$ cat config.mk
export PLATFORM = sky130hd
export DESIGN_NAME = doppler_nco_mc
export DESIGN_NICKNAME = d
export VERILOG_FILES = /design/src/rtl/doppler_nco_pkg.sv /design/src/rtl/nco_sincos_lut.sv /design/src/rtl/doppler_nco_mc.sv
export SDC_FILE = /design/constraint.sdc
export NUM_CORES = 1
export LEC_CHECK = 0
export ABC_CLOCK_PERIOD_IN_PS = 8900
export CAP_MARGIN = 20
export CORE_AREA = 2 2 151 301
export DETAILED_ROUTE_END_ITERATION = 8
export DIE_AREA = 0 0 153 303
export GPL_ROUTABILITY_DRIVEN = 0
export GPL_TIMING_DRIVEN = 0
export PLACE_DENSITY = 0.72
export SETUP_SLACK_MARGIN = 0.2
export SYNTH_ARGS = -nofsm -noshare
export SYNTH_HDL_FRONTEND = slang
export SYNTH_SLANG_ARGS = --single-unit
export TNS_END_PERCENT = 20
$ cat constraint.sdc
create_clock -name clk -period 8.9 [get_ports clk]
set_input_delay 1.78 -clock clk [delete_from_list [all_inputs] [get_ports clk]]
set_output_delay 1.78 -clock clk [all_outputs]
set_load 0.02 [all_outputs]
$ cat src/rtl/doppler_nco_pkg.sv
`default_nettype none
// ============================================================================
//  Module      : doppler_nco_pkg
//  Description : Shared constants, types and elaboration-time helpers for the
//                multi-channel Doppler NCO (quadrant encoding, output
//                amplitude, quarter-wave sine table generator, dither LFSR).
//  Revision    : 1.0 - initial multi-channel release
// ============================================================================
package doppler_nco_pkg;

  // Clocks from slot sample to registered output
  localparam int NCO_LATENCY = 2;

  // Galois form of x^16 + x^14 + x^13 + x^11 + 1 and its reset seed
  localparam logic [15:0] LFSR_POLY = 16'hB400;
  localparam logic [15:0] LFSR_SEED = 16'hACE1;

  // pi/2 in Q30, used by the table generator
  localparam longint HALF_PI_Q30 = 64'sd1686629713;

  // Top two phase bits select the quadrant
  typedef enum logic [1:0] {
    QUAD_I   = 2'd0,
    QUAD_II  = 2'd1,
    QUAD_III = 2'd2,
    QUAD_IV  = 2'd3
  } quad_e;

  // Full-scale amplitude for a signed output of the given width
  function automatic int nco_amplitude(input int out_w);
    return (1 << (out_w - 1)) - 1;
  endfunction

  // round(amp * sin(pi/2 * idx / 2^aw)) using integer-only Taylor series so
  // the table can be folded at elaboration without real-math support
  function automatic int nco_sin_entry(input int idx, input int aw, input int amp);
    longint x;
    longint term;
    longint acc;
    x    = (longint'(idx) * HALF_PI_Q30) >>> aw;
    term = x;
    acc  = x;
    for (int k = 1; k <= 10; k++) begin
      term = -((((term * x) >>> 30) * x) >>> 30) / longint'((2 * k) * (2 * k + 1));
      acc  = acc + term;
    end
    return int'((acc * longint'(amp) + (longint'(1) <<< 29)) >>> 30);
  endfunction

endpackage : doppler_nco_pkg
`default_nettype wire

$ cat src/rtl/nco_sincos_lut.sv
`default_nettype none
// ============================================================================
//  Module      : nco_sincos_lut
//  Description : Quarter-wave sine table with quadrant mirror/negate. Takes a
//                quadrant and in-quadrant address, produces registered signed
//                cos/sin one clock later. Outputs hold while en_i is low.
//  Revision    : 1.0 - initial release
// ============================================================================
module nco_sincos_lut
  import doppler_nco_pkg::*;
#(
  parameter int LUT_AW = 8,
  parameter int OUT_W  = 9
) (
  input  logic                     clk,
  input  logic                     rst_n,
  input  logic                     en_i,
  input  quad_e                    quad_i,
  input  logic [LUT_AW-1:0]        addr_i,
  output logic signed [OUT_W-1:0]  cos_o,
  output logic signed [OUT_W-1:0]  sin_o
);

  localparam int              c_lut_n   = 1 << LUT_AW;
  localparam int              c_amp     = nco_amplitude(OUT_W);
  localparam logic [LUT_AW:0] c_lut_top = (LUT_AW + 1)'(c_lut_n);

  // One extra entry so that sin(pi/2) = full scale is exact at quadrant edges
  logic [OUT_W-2:0] w_lut [0:c_lut_n];

  for (genvar i = 0; i <= c_lut_n; i++) begin : g_lut
    localparam int c_val = nco_sin_entry(i, LUT_AW, c_amp);
    assign w_lut[i] = (OUT_W - 1)'(c_val);
  end

  logic [LUT_AW:0]         w_addr_fwd;
  logic [LUT_AW:0]         w_addr_rev;
  logic signed [OUT_W-1:0] w_mag_fwd;
  logic signed [OUT_W-1:0] w_mag_rev;
  logic signed [OUT_W-1:0] w_cos;
  logic signed [OUT_W-1:0] w_sin;
  logic signed [OUT_W-1:0] cos_q;
  logic signed [OUT_W-1:0] sin_q;

  assign w_addr_fwd = {1'b0, addr_i};
  assign w_addr_rev = c_lut_top - w_addr_fwd;
  assign w_mag_fwd  = signed'({1'b0, w_lut[w_addr_fwd]});
  assign w_mag_rev  = signed'({1'b0, w_lut[w_addr_rev]});

  // Fold the quarter wave into the selected quadrant
  always_comb begin
    w_cos = w_mag_rev;
    w_sin = w_mag_fwd;
    case (quad_i)
      QUAD_I:   begin w_cos =  w_mag_rev; w_sin =  w_mag_fwd; end
      QUAD_II:  begin w_cos = -w_mag_fwd; w_sin =  w_mag_rev; end
      QUAD_III: begin w_cos = -w_mag_rev; w_sin = -w_mag_fwd; end
      QUAD_IV:  begin w_cos =  w_mag_fwd; w_sin = -w_mag_rev; end
      default:  begin w_cos =  w_mag_rev; w_sin =  w_mag_fwd; end
    endcase
  end

  // Output register, updated only for valid samples
  always_ff @(posedge clk or negedge rst_n) begin
    if (!rst_n) begin
      cos_q <= '0;
      sin_q <= '0;
    end else if (en_i) begin
      cos_q <= w_cos;
      sin_q <= w_sin;
    end
  end

  assign cos_o = cos_q;
  assign sin_o = sin_q;

endmodule : nco_sincos_lut
`default_nettype wire

$ cat src/rtl/doppler_nco_mc.sv
`default_nettype none
// ============================================================================
//  Module      : doppler_nco_mc
//  Description : Time-multiplexed multi-channel Doppler NCO. One shared
//                accumulate + sin/cos path serves NUM_CH channels round-robin.
//                Frequencies are staged per channel and applied to all
//                channels together at the frame boundary after a commit.
//                Optional phase dither: define DOPPLER_NCO_DITHER_EN.
//  Revision    : 1.0 - initial multi-channel release
// ============================================================================
module doppler_nco_mc
  import doppler_nco_pkg::*;
#(
  parameter int NUM_CH  = 4,
  parameter int PHASE_W = 32,
  parameter int LUT_AW  = 8,
  parameter int OUT_W   = 9,
  localparam int CH_W   = (NUM_CH > 1) ? $clog2(NUM_CH) : 1
) (
  input  logic                     clk,
  input  logic                     rst_n,
  input  logic                     enable,
  input  logic                     cfg_valid,
  output logic                     cfg_ready,
  input  logic [CH_W-1:0]          cfg_ch,
  input  logic [PHASE_W-1:0]       cfg_freq,
  input  logic                     cfg_phase_clr,
  input  logic                     commit,
  output logic                     out_valid,
  output logic [CH_W-1:0]          out_ch,
  output logic signed [OUT_W-1:0]  real_out,
  output logic signed [OUT_W-1:0]  imag_out
);

  localparam int              c_idx_w     = LUT_AW + 2;
  localparam logic [CH_W-1:0] c_last_slot = CH_W'(NUM_CH - 1);
  localparam logic [CH_W-1:0] c_slot_one  = CH_W'(1);
  localparam logic [CH_W:0]   c_num_ch    = (CH_W + 1)'(NUM_CH);

  // Per-channel state
  logic [PHASE_W-1:0] phase_q    [NUM_CH];
  logic [PHASE_W-1:0] phase_d    [NUM_CH];
  logic [PHASE_W-1:0] freq_act_q [NUM_CH];
  logic [PHASE_W-1:0] freq_act_d [NUM_CH];
  logic [PHASE_W-1:0] freq_shd_q [NUM_CH];
  logic [PHASE_W-1:0] freq_shd_d [NUM_CH];
  logic [NUM_CH-1:0]  clr_shd_q;
  logic [NUM_CH-1:0]  clr_shd_d;
  logic [CH_W-1:0]    slot_q;
  logic [CH_W-1:0]    slot_d;
  logic               commit_pend_q;
  logic               commit_pend_d;

  // Sample pipeline
  logic               s1_valid_q;
  logic [CH_W-1:0]    s1_ch_q;
  logic [c_idx_w-1:0] s1_idx_q;
  logic               out_valid_q;
  logic [CH_W-1:0]    out_ch_q;

  logic               w_cfg_acc;
  logic               w_cfg_hit;
  logic               w_apply;
  logic [c_idx_w-1:0] w_samp_idx;

  assign cfg_ready = ~commit_pend_q;
  assign w_cfg_acc = cfg_valid & ~commit_pend_q;
  // Out-of-range channel writes are accepted but have no effect
  assign w_cfg_hit = w_cfg_acc & ({1'b0, cfg_ch} < c_num_ch);
  // Staged config lands on the last slot of a frame so the next frame is coherent
  assign w_apply   = enable & (slot_q == c_last_slot) & commit_pend_q;

`ifdef DOPPLER_NCO_DITHER_EN
  localparam int                 c_trunc_w    = PHASE_W - 2 - LUT_AW;
  localparam logic [PHASE_W-1:0] c_trunc_mask = (PHASE_W'(1) << c_trunc_w) - PHASE_W'(1);

  logic [15:0]        lfsr_q;
  logic [15:0]        lfsr_d;
  logic [PHASE_W-1:0] w_dither;
  logic [PHASE_W-1:0] w_dith_phase;

  // Dither LFSR steps once per enabled cycle
  always_comb begin
    lfsr_d = lfsr_q;
    if (enable) begin
      lfsr_d = {1'b0, lfsr_q[15:1]} ^ (lfsr_q[0] ? LFSR_POLY : 16'h0000);
    end
  end

  // Dither LFSR register
  always_ff @(posedge clk or negedge rst_n) begin
    if (!rst_n) begin
      lfsr_q <= LFSR_SEED;
    end else begin
      lfsr_q <= lfsr_d;
    end
  end

  // Dither only perturbs the truncated bits of the sampled copy
  assign w_dither     = PHASE_W'(lfsr_q) & c_trunc_mask;
  assign w_dith_phase = phase_q[slot_q] + w_dither;
  assign w_samp_idx   = w_dith_phase[PHASE_W-1 -: c_idx_w];
`else
  assign w_samp_idx   = phase_q[slot_q][PHASE_W-1 -: c_idx_w];
`endif

  // Next state: slot advance, accumulate, staging, commit/apply
  always_comb begin
    slot_d        = slot_q;
    commit_pend_d = commit_pend_q;
    phase_d       = phase_q;
    freq_act_d    = freq_act_q;
    freq_shd_d    = freq_shd_q;
    clr_shd_d     = clr_shd_q;

    if (enable) begin
      slot_d = (slot_q == c_last_slot) ? '0 : slot_q + c_slot_one;
      phase_d[slot_q] = phase_q[slot_q] + freq_act_q[slot_q];
    end

    if (w_apply) begin
      commit_pend_d = 1'b0;
      freq_act_d    = freq_shd_q;
      for (int c = 0; c < NUM_CH; c++) begin
        if (clr_shd_q[c]) begin
          phase_d[c]   = '0;
          clr_shd_d[c] = 1'b0;
        end
      end
    end else if (commit) begin
      commit_pend_d = 1'b1;
    end

    // Accept and apply are mutually exclusive (accept needs no pending commit)
    if (w_cfg_hit) begin
      freq_shd_d[cfg_ch] = cfg_freq;
      clr_shd_d[cfg_ch]  = cfg_phase_clr;
    end
  end

  // Channel state registers
  always_ff @(posedge clk or negedge rst_n) begin
    if (!rst_n) begin
      for (int c = 0; c < NUM_CH; c++) begin
        phase_q[c]    <= '0;
        freq_act_q[c] <= '0;
        freq_shd_q[c] <= '0;
      end
      clr_shd_q     <= '0;
      slot_q        <= '0;
      commit_pend_q <= 1'b0;
    end else begin
      phase_q       <= phase_d;
      freq_act_q    <= freq_act_d;
      freq_shd_q    <= freq_shd_d;
      clr_shd_q     <= clr_shd_d;
      slot_q        <= slot_d;
      commit_pend_q <= commit_pend_d;
    end
  end

  // Stage 1: capture the pre-increment phase of the active slot
  always_ff @(posedge clk or negedge rst_n) begin
    if (!rst_n) begin
      s1_valid_q <= 1'b0;
      s1_ch_q    <= '0;
      s1_idx_q   <= '0;
    end else begin
      s1_valid_q <= enable;
      if (enable) begin
        s1_ch_q  <= slot_q;
        s1_idx_q <= w_samp_idx;
      end
    end
  end

  // Stage 2: valid and channel tag travel alongside the LUT register
  always_ff @(posedge clk or negedge rst_n) begin
    if (!rst_n) begin
      out_valid_q <= 1'b0;
      out_ch_q    <= '0;
    end else begin
      out_valid_q <= s1_valid_q;
      if (s1_valid_q) begin
        out_ch_q <= s1_ch_q;
      end
    end
  end

  nco_sincos_lut #(
    .LUT_AW (LUT_AW),
    .OUT_W  (OUT_W)
  ) u_lut (
    .clk    (clk),
    .rst_n  (rst_n),
    .en_i   (s1_valid_q),
    .quad_i (quad_e'(s1_idx_q[c_idx_w-1 -: 2])),
    .addr_i (s1_idx_q[LUT_AW-1:0]),
    .cos_o  (real_out),
    .sin_o  (imag_out)
  );

  assign out_valid = out_valid_q;
  assign out_ch    = out_ch_q;

endmodule : doppler_nco_mc
`default_nettype wire

=== Word-level counts from Yosys, hierarchy flattened ===
Memories as Yosys holds them, arrays and structs flattened.
Index checks and enable logic that the tools add are counted.

* Add/subtract/negate cells: 5
* Multiply operators: 0
* Divide/modulo/power cells: 0
* Order comparisons: 8
* Equal/unequal tests: 4
* Shifts and indexed selects: 0
* Multiplexer cells: 32
* Bitwise operators: 8
* Reductions and logical operators: 5

{| class="wikitable"
|+ Operator list
! operator !! number
|-
| two-way mux 32 bit || 10
|-
| bitwise mux 128 bit || 2
|-
| two-way mux 128 bit || 2
|-
| binary-select mux 32 bit (select 2 bit) || 2
|-
| demux 32 bit (select 2 bit) || 2
|-
| one-hot mux 9 bit (4 select lines) || 2
|-
| adder 32 bit || 1
|-
| two-way mux 8 bit || 4
|-
| >= comparator 10 bit (second input constant) || 2
|-
| negation 8 -> 9 bit || 2
|-
| inverter 8 -> 10 bit || 1
|-
| inverter 9 -> 10 bit || 1
|-
| subtractor 9 x 8 -> 9 bit (first input constant) || 1
|-
| two-way mux 4 bit || 2
|-
| equality test 2 bit (second input constant) || 3
|-
| >= comparator 3 bit (second input constant) || 2
|-
| less-than comparator 3 x 1 -> 1 bit (second input constant) || 2
|-
| inverter 2 -> 3 bit || 2
|-
| bitwise mux 4 bit || 1
|-
| bitwise AND 1 bit || 3
|-
| logical AND 1 bit || 3
|-
| less-than comparator 2 x 3 -> 1 bit (second input constant) || 1
|-
| two-way mux 1 bit || 3
|-
| adder 2 x 1 -> 2 bit (second input constant) || 1
|-
| other kinds (7) || 7
|}

* Register bits: 425
* Bits in latches: 0
* Bits in writable memories: 0
* Memory bits (read-only): 8192
* Output and inout port bits: 22
* Memories: 2

{| class="wikitable"
|+ Memories
! memory !! words !! width !! rd ports !! clocked after memory_dff !! wr ports !! RTL line !! source
|-
| (name not given) || 512 || 8 || 1 || 0 || 0 || nco_sincos_lut.sv:47 || <nowiki>assign w_mag_fwd = signed'({1'b0, w_lut[w_addr_fwd]});</nowiki>
|-
| (name not given) || 512 || 8 || 1 || 0 || 0 || nco_sincos_lut.sv:48 || <nowiki>assign w_mag_rev = signed'({1'b0, w_lut[w_addr_rev]});</nowiki>
|}

=== Longest topological paths before layout ===
* Depth after elaboration: 9
* Mapped depth: 21
* Mapped depth without buffers: 16

=== By module ===
From an unflattened synthesis, not the netlist that was laid out.

* Cells, all modules: 2587
* Area total of the unflattened synthesis: 24374.6 µm²

{| class="wikitable"
|+ By module, submodules not included
! module !! instances !! cells an instance !! area an instance (µm²) !! sequential area each (µm²)
|-
| doppler_nco_mc || 1 || 1734 || 18697.9 || 10184.8
|-
| nco_sincos_lut || 1 || 853 || 5676.7 || 450.4
|}

=== Worst setup path before layout ===
Ideal clock, no wire load.

* Kind: register to register
* Start point: register s1_idx_q[0]
* End point: register u_lut.sin_q[7] (netlist: u_lut.sin_o[7])
* Library setup time: 0.126 ns
* Arrival time: 4.738 ns
* Required time: 8.774 ns
* Path slack: 4.036 ns
* Stages on the path, launching flop included: 20
* Path buffers: 8
* Path through: dfrtp_1 > buf_4 > clkbuf_1 > inv_1 > ha_1 > buf_2 > inv_1 > ha_1 > clkbuf_1 > clkbuf_1 > clkbuf_1 > clkbuf_1 > a21boi_0 > a221o_1 > a21oi_1 > o211ai_1 > or4_4 > buf_6 > and4_4 > o32a_1

* Cells in the longest elaborated chain, start to end: 7
* Elaborated cells on any way between the ends: 12

{| class="wikitable"
|+ RTL lines
! what !! RTL line !! source
|-
| start, declared || doppler_nco_mc.sv:57 || <nowiki>logic [c_idx_w-1:0] s1_idx_q;</nowiki>
|-
| start signal, assigned || doppler_nco_mc.sv:172 || <nowiki>s1_idx_q <= w_samp_idx;</nowiki>
|-
| subtractor 9 x 8 -> 9 bit || nco_sincos_lut.sv:46 || <nowiki>assign w_addr_rev = c_lut_top - w_addr_fwd;</nowiki>
|-
| inverter 9 -> 10 bit (implied by the code) || nco_sincos_lut.sv:48 ||
|-
| memory read (512 x 8 bit) || -- ||
|-
| two-way mux 8 bit (implied by the code) (2 in series) || nco_sincos_lut.sv:48 ||
|-
| negation 8 -> 9 bit || nco_sincos_lut.sv:58 || <nowiki>QUAD_IV: begin w_cos = w_mag_fwd; w_sin = -w_mag_rev; end</nowiki>
|-
| one-hot mux 9 bit (4 select lines) * || nco_sincos_lut.sv:54 || <nowiki>case (quad_i)</nowiki>
|-
| end signal, assigned || nco_sincos_lut.sv:70 || <nowiki>sin_q <= w_sin;</nowiki>
|-
| end, declared || nco_sincos_lut.sv:43 || <nowiki>logic signed [OUT_W-1:0] sin_q;</nowiki>
|}

Every way passes the cells marked *; elsewhere a longest branch is shown, timed or not. The select of a mux whose other input is x is not followed.
A chain may end at the register's enable or synchronous reset.

=== Worst setup path in the final report ===
* Start point: register s1_idx_q[1]
* End point: register u_lut.sin_q[7] (netlist: u_lut.sin_o[7])

Same word-level chain as after synthesis.

==> impl_metrics.env <==
export IMPL_status="finished, violations left"
export IMPL_drt_iter0_drc=2634
export IMPL_max_freq_mhz=132.4
export IMPL_drt_first_pass_iters=9
export IMPL_row_count=109
export IMPL_tightest_slew_ps=1147
export IMPL_cts_hold_buf=0
export IMPL_place_hpwl_mm=60.73
export IMPL_critPathLaunchType="register"
export IMPL_ys_warn_count=0
export IMPL_fp_dieH_um=303
export IMPL_core_area_mm2=0.04405
export IMPL_avgSynthCellArea_um2=9.345
export IMPL_synth_main_ff_cell="dfrtp_1"
export IMPL_routedWlPerCell_um=27.14
export IMPL_yosys_area_top_type="dfrtp_1"
export IMPL_vias=22470
export IMPL_root_buffer="clkbuf_16"
export IMPL_hp_class="register to register"
export IMPL_clk_latency_ps=590
export IMPL_wl_mm=89.00
export IMPL_finalCriticalPeriod_ps=7551
export IMPL_hp_start="freq_shd_q[102]"
export IMPL_drtAntennaViolNets=0
export IMPL_synth_simple_gate_area_share_pct=18.33
export IMPL_via_per_inst=6.850
export IMPL_io_buffers=61
export IMPL_htreeDepth=2
export IMPL_cp_max_fo=11
export IMPL_drive_above_1_share_pct=13.12
export IMPL_grt_max_degree=126
export IMPL_synth_mux_area_share_pct=13.12
export IMPL_drv_cap=0
export IMPL_overflow=0
export IMPL_yosysUniqueCellTypes=89
export IMPL_cts_tree="done"
export IMPL_io_pins=62
export IMPL_die_w_um=153
export IMPL_clkTransAtPathRegs_ps=70
export IMPL_synth_edf_count=0
export IMPL_antenna_found_initial=16
export IMPL_post_cts_resized=0
export IMPL_synth_top_family_by_area="simple AND/OR/NAND/NOR gates"
export IMPL_grt_pass1_wl_mm=138.7
export IMPL_nets=2779
export IMPL_cts_setup_buffers=0
export IMPL_synth_fp_nets=2666
export IMPL_timing_final_ws_setup_ps=1349
export IMPL_area_delta_synth_final_pct=11.96
export IMPL_violations="DRC"
export IMPL_setup_viol=0
export IMPL_worstSetupStartpoint="s1_idx_q[1]"
export IMPL_synth_area_leaders="dfrtp_1 (44%), nand2_1 (9.1%), mux2_2 (6.5%), mux4_2 (6.2%), a21oi_1 (3.9%)"
export IMPL_crit_required_ps=9370
export IMPL_synth_seq_cells=425
export IMPL_whs_ps=459.4
export IMPL_synth_commonest_cells="nand2_1 (581), dfrtp_1 (425), nor2_1 (210)"
export IMPL_yosysSeqAreaShare_pct=44.27
export IMPL_finalHoldViolCount=0
export IMPL_initial_core_util_pct=54.54
export IMPL_grt_pass1_vias=23070
export IMPL_yosysMostFrequentCell="nand2_1"
export IMPL_track_usage_pct=39.92
export IMPL_synth_xor_area_share_pct=1.568
export IMPL_final_area_mm2=0.02690
export IMPL_yosys_area_top_type_share_pct=44.27
export IMPL_die_area_mm2=0.04636
export IMPL_finClkSkew_ps=45.78
export IMPL_synth_compound_area_share_pct=16.12
export IMPL_numCtsBuffers=37
export IMPL_endpoint_kind="register"
export IMPL_synthArstFlopShare_pct=100.0
export IMPL_drcViolationCount=5
export IMPL_grt_setup_unrepaired="false"
export IMPL_synth_adder_area_share_pct=2.896
export IMPL_pre_cts_ws_ps=2079
export IMPL_place_area_mm2=0.02542
export IMPL_syn_inst=2571
export IMPL_clockBufferDepth=3
export IMPL_post_route_period_util_pct=84.84
export IMPL_arrival_ps=8020
export IMPL_slew_headroom_pct=22.92
export IMPL_path_class="register to register"
export IMPL_r2r_start="s1_idx_q[1]"
export IMPL_cts_sinks=425
export IMPL_synthesis_area_mm2=0.02403
export IMPL_drv_slew=0
-- metal layers --
layer,wire [um],part of all wire (%),up-vias,global-route usage (%)
li1,-,-,9342,-
met1,27220,31,10710,38.44
met2,42140,47,1629,63.27
met3,9045,10,774,17.94
met4,10380,12,14,36.97
met5,218,0.24,-,2.692
-- layout by cell type, fill, tap and decap left out, types with 12 or more instances in the layout --
master	count
clkbuf_1	136
mux2_2	139
xor2_1	12
clkbuf_8	13
nor2_1	210
xnor2_1	31
buf_1	20
nand2_1	581
buf_2	26
nor2b_1	29
clkdlybuf4s50_1	60
a211oi_1	22
a31oi_1	24
and3_1	16
nand3_1	36
o21bai_1	12
diode_2	12
nand2b_1	19
nor3_1	42
o31ai_1	15
clkbuf_16	37
a21oi_1	187
a21o_1	25
o21ai_0	127
inv_1	32
mux4_2	66
dfrtp_1	425
o21a_1	16
o211ai_1	16
ha_1	54
-- logic make-up (layout without fill, tap and decap cells) --
group                    after synthesis  in the layout
flip-flops                           425            425
adder cells (fa/ha/maj)               55             55
AND/OR/NAND/NOR                     1015           1015
XOR/XNOR                              43             43
buffers and inverters                221            363
multiplexers                         215            215
AO/OA/AOI/OAI                        597            597
other                                  0             12
-- cell type report --
class,instances,area (um2)
fill,3751,17150
multi-input combinational,1925,12520
sequential,425,10640
clock buffer,52,1112
timing repair buffer,74,797.0
buffer,184,752.0
tap,555,694.4
clock inverter,16,221.5
inverter,37,138.9
antenna,12,30.03
-- critical path: stages (launching register included) --
cell      delay [ps]
dfrtp_1          440
buf_2            280
clkbuf_1         510
inv_1            350
ha_1             300
buf_2            180
inv_1            440
ha_1             200
clkbuf_1         390
clkbuf_1         450
clkbuf_1         440
clkbuf_1         500
a21boi_0         260
a221o_1          340
a21oi_1          770
o211ai_1         430
or4_4            510
buf_6            150
and4_4           180
o32a_1           310
-- registers in the layout, summed over array words and instances, names as in the netlist --
name / count
s1_idx_q: 10
out_ch: 2
commit_pend_q: 1
s1_valid_q: 1
u_lut.sin_o: 9
freq_shd_q: 128
s1_ch_q: 2
phase_q: 128
slot_q: 2
freq_act_q: 128
u_lut.cos_o: 9
clr_shd_q: 4
out_valid: 1
-- per-stage QoR --
| stage | utilization (%) | setup TNS (ps) | std cells |
|---|---|---|---|
| detailed placement | 57.71 | 0 | 3191 |
| global placement | 57.50 | -4932800 | 3187 |
| CTS | 60.74 | 0 | 3259 |
| floorplan | - | 0 | 2571 |
| global route | 61.00 | 0 | 3270 |
| finish | 61.06 | 0 | 3280 |
-- worst paths after layout --
| kind | end | slack [ps] | cells after the start |
|---|---|---|---|
| min in group asynchronous | freq_shd_q[70] | 1280 | 1 |
| min | freq_act_q[102] | 460 | 2 |
| max reg2reg | u_lut.sin_o[7] | 1350 | 19 |
| max in group asynchronous | freq_act_q[57] | 5570 | 4 |
| min reg2reg | freq_act_q[102] | 460 | 2 |
| max | u_lut.sin_o[7] | 1350 | 19 |
Power is not shown: default switching activity piles up to over one toggle a cycle in this logic, so the estimate is an artifact.
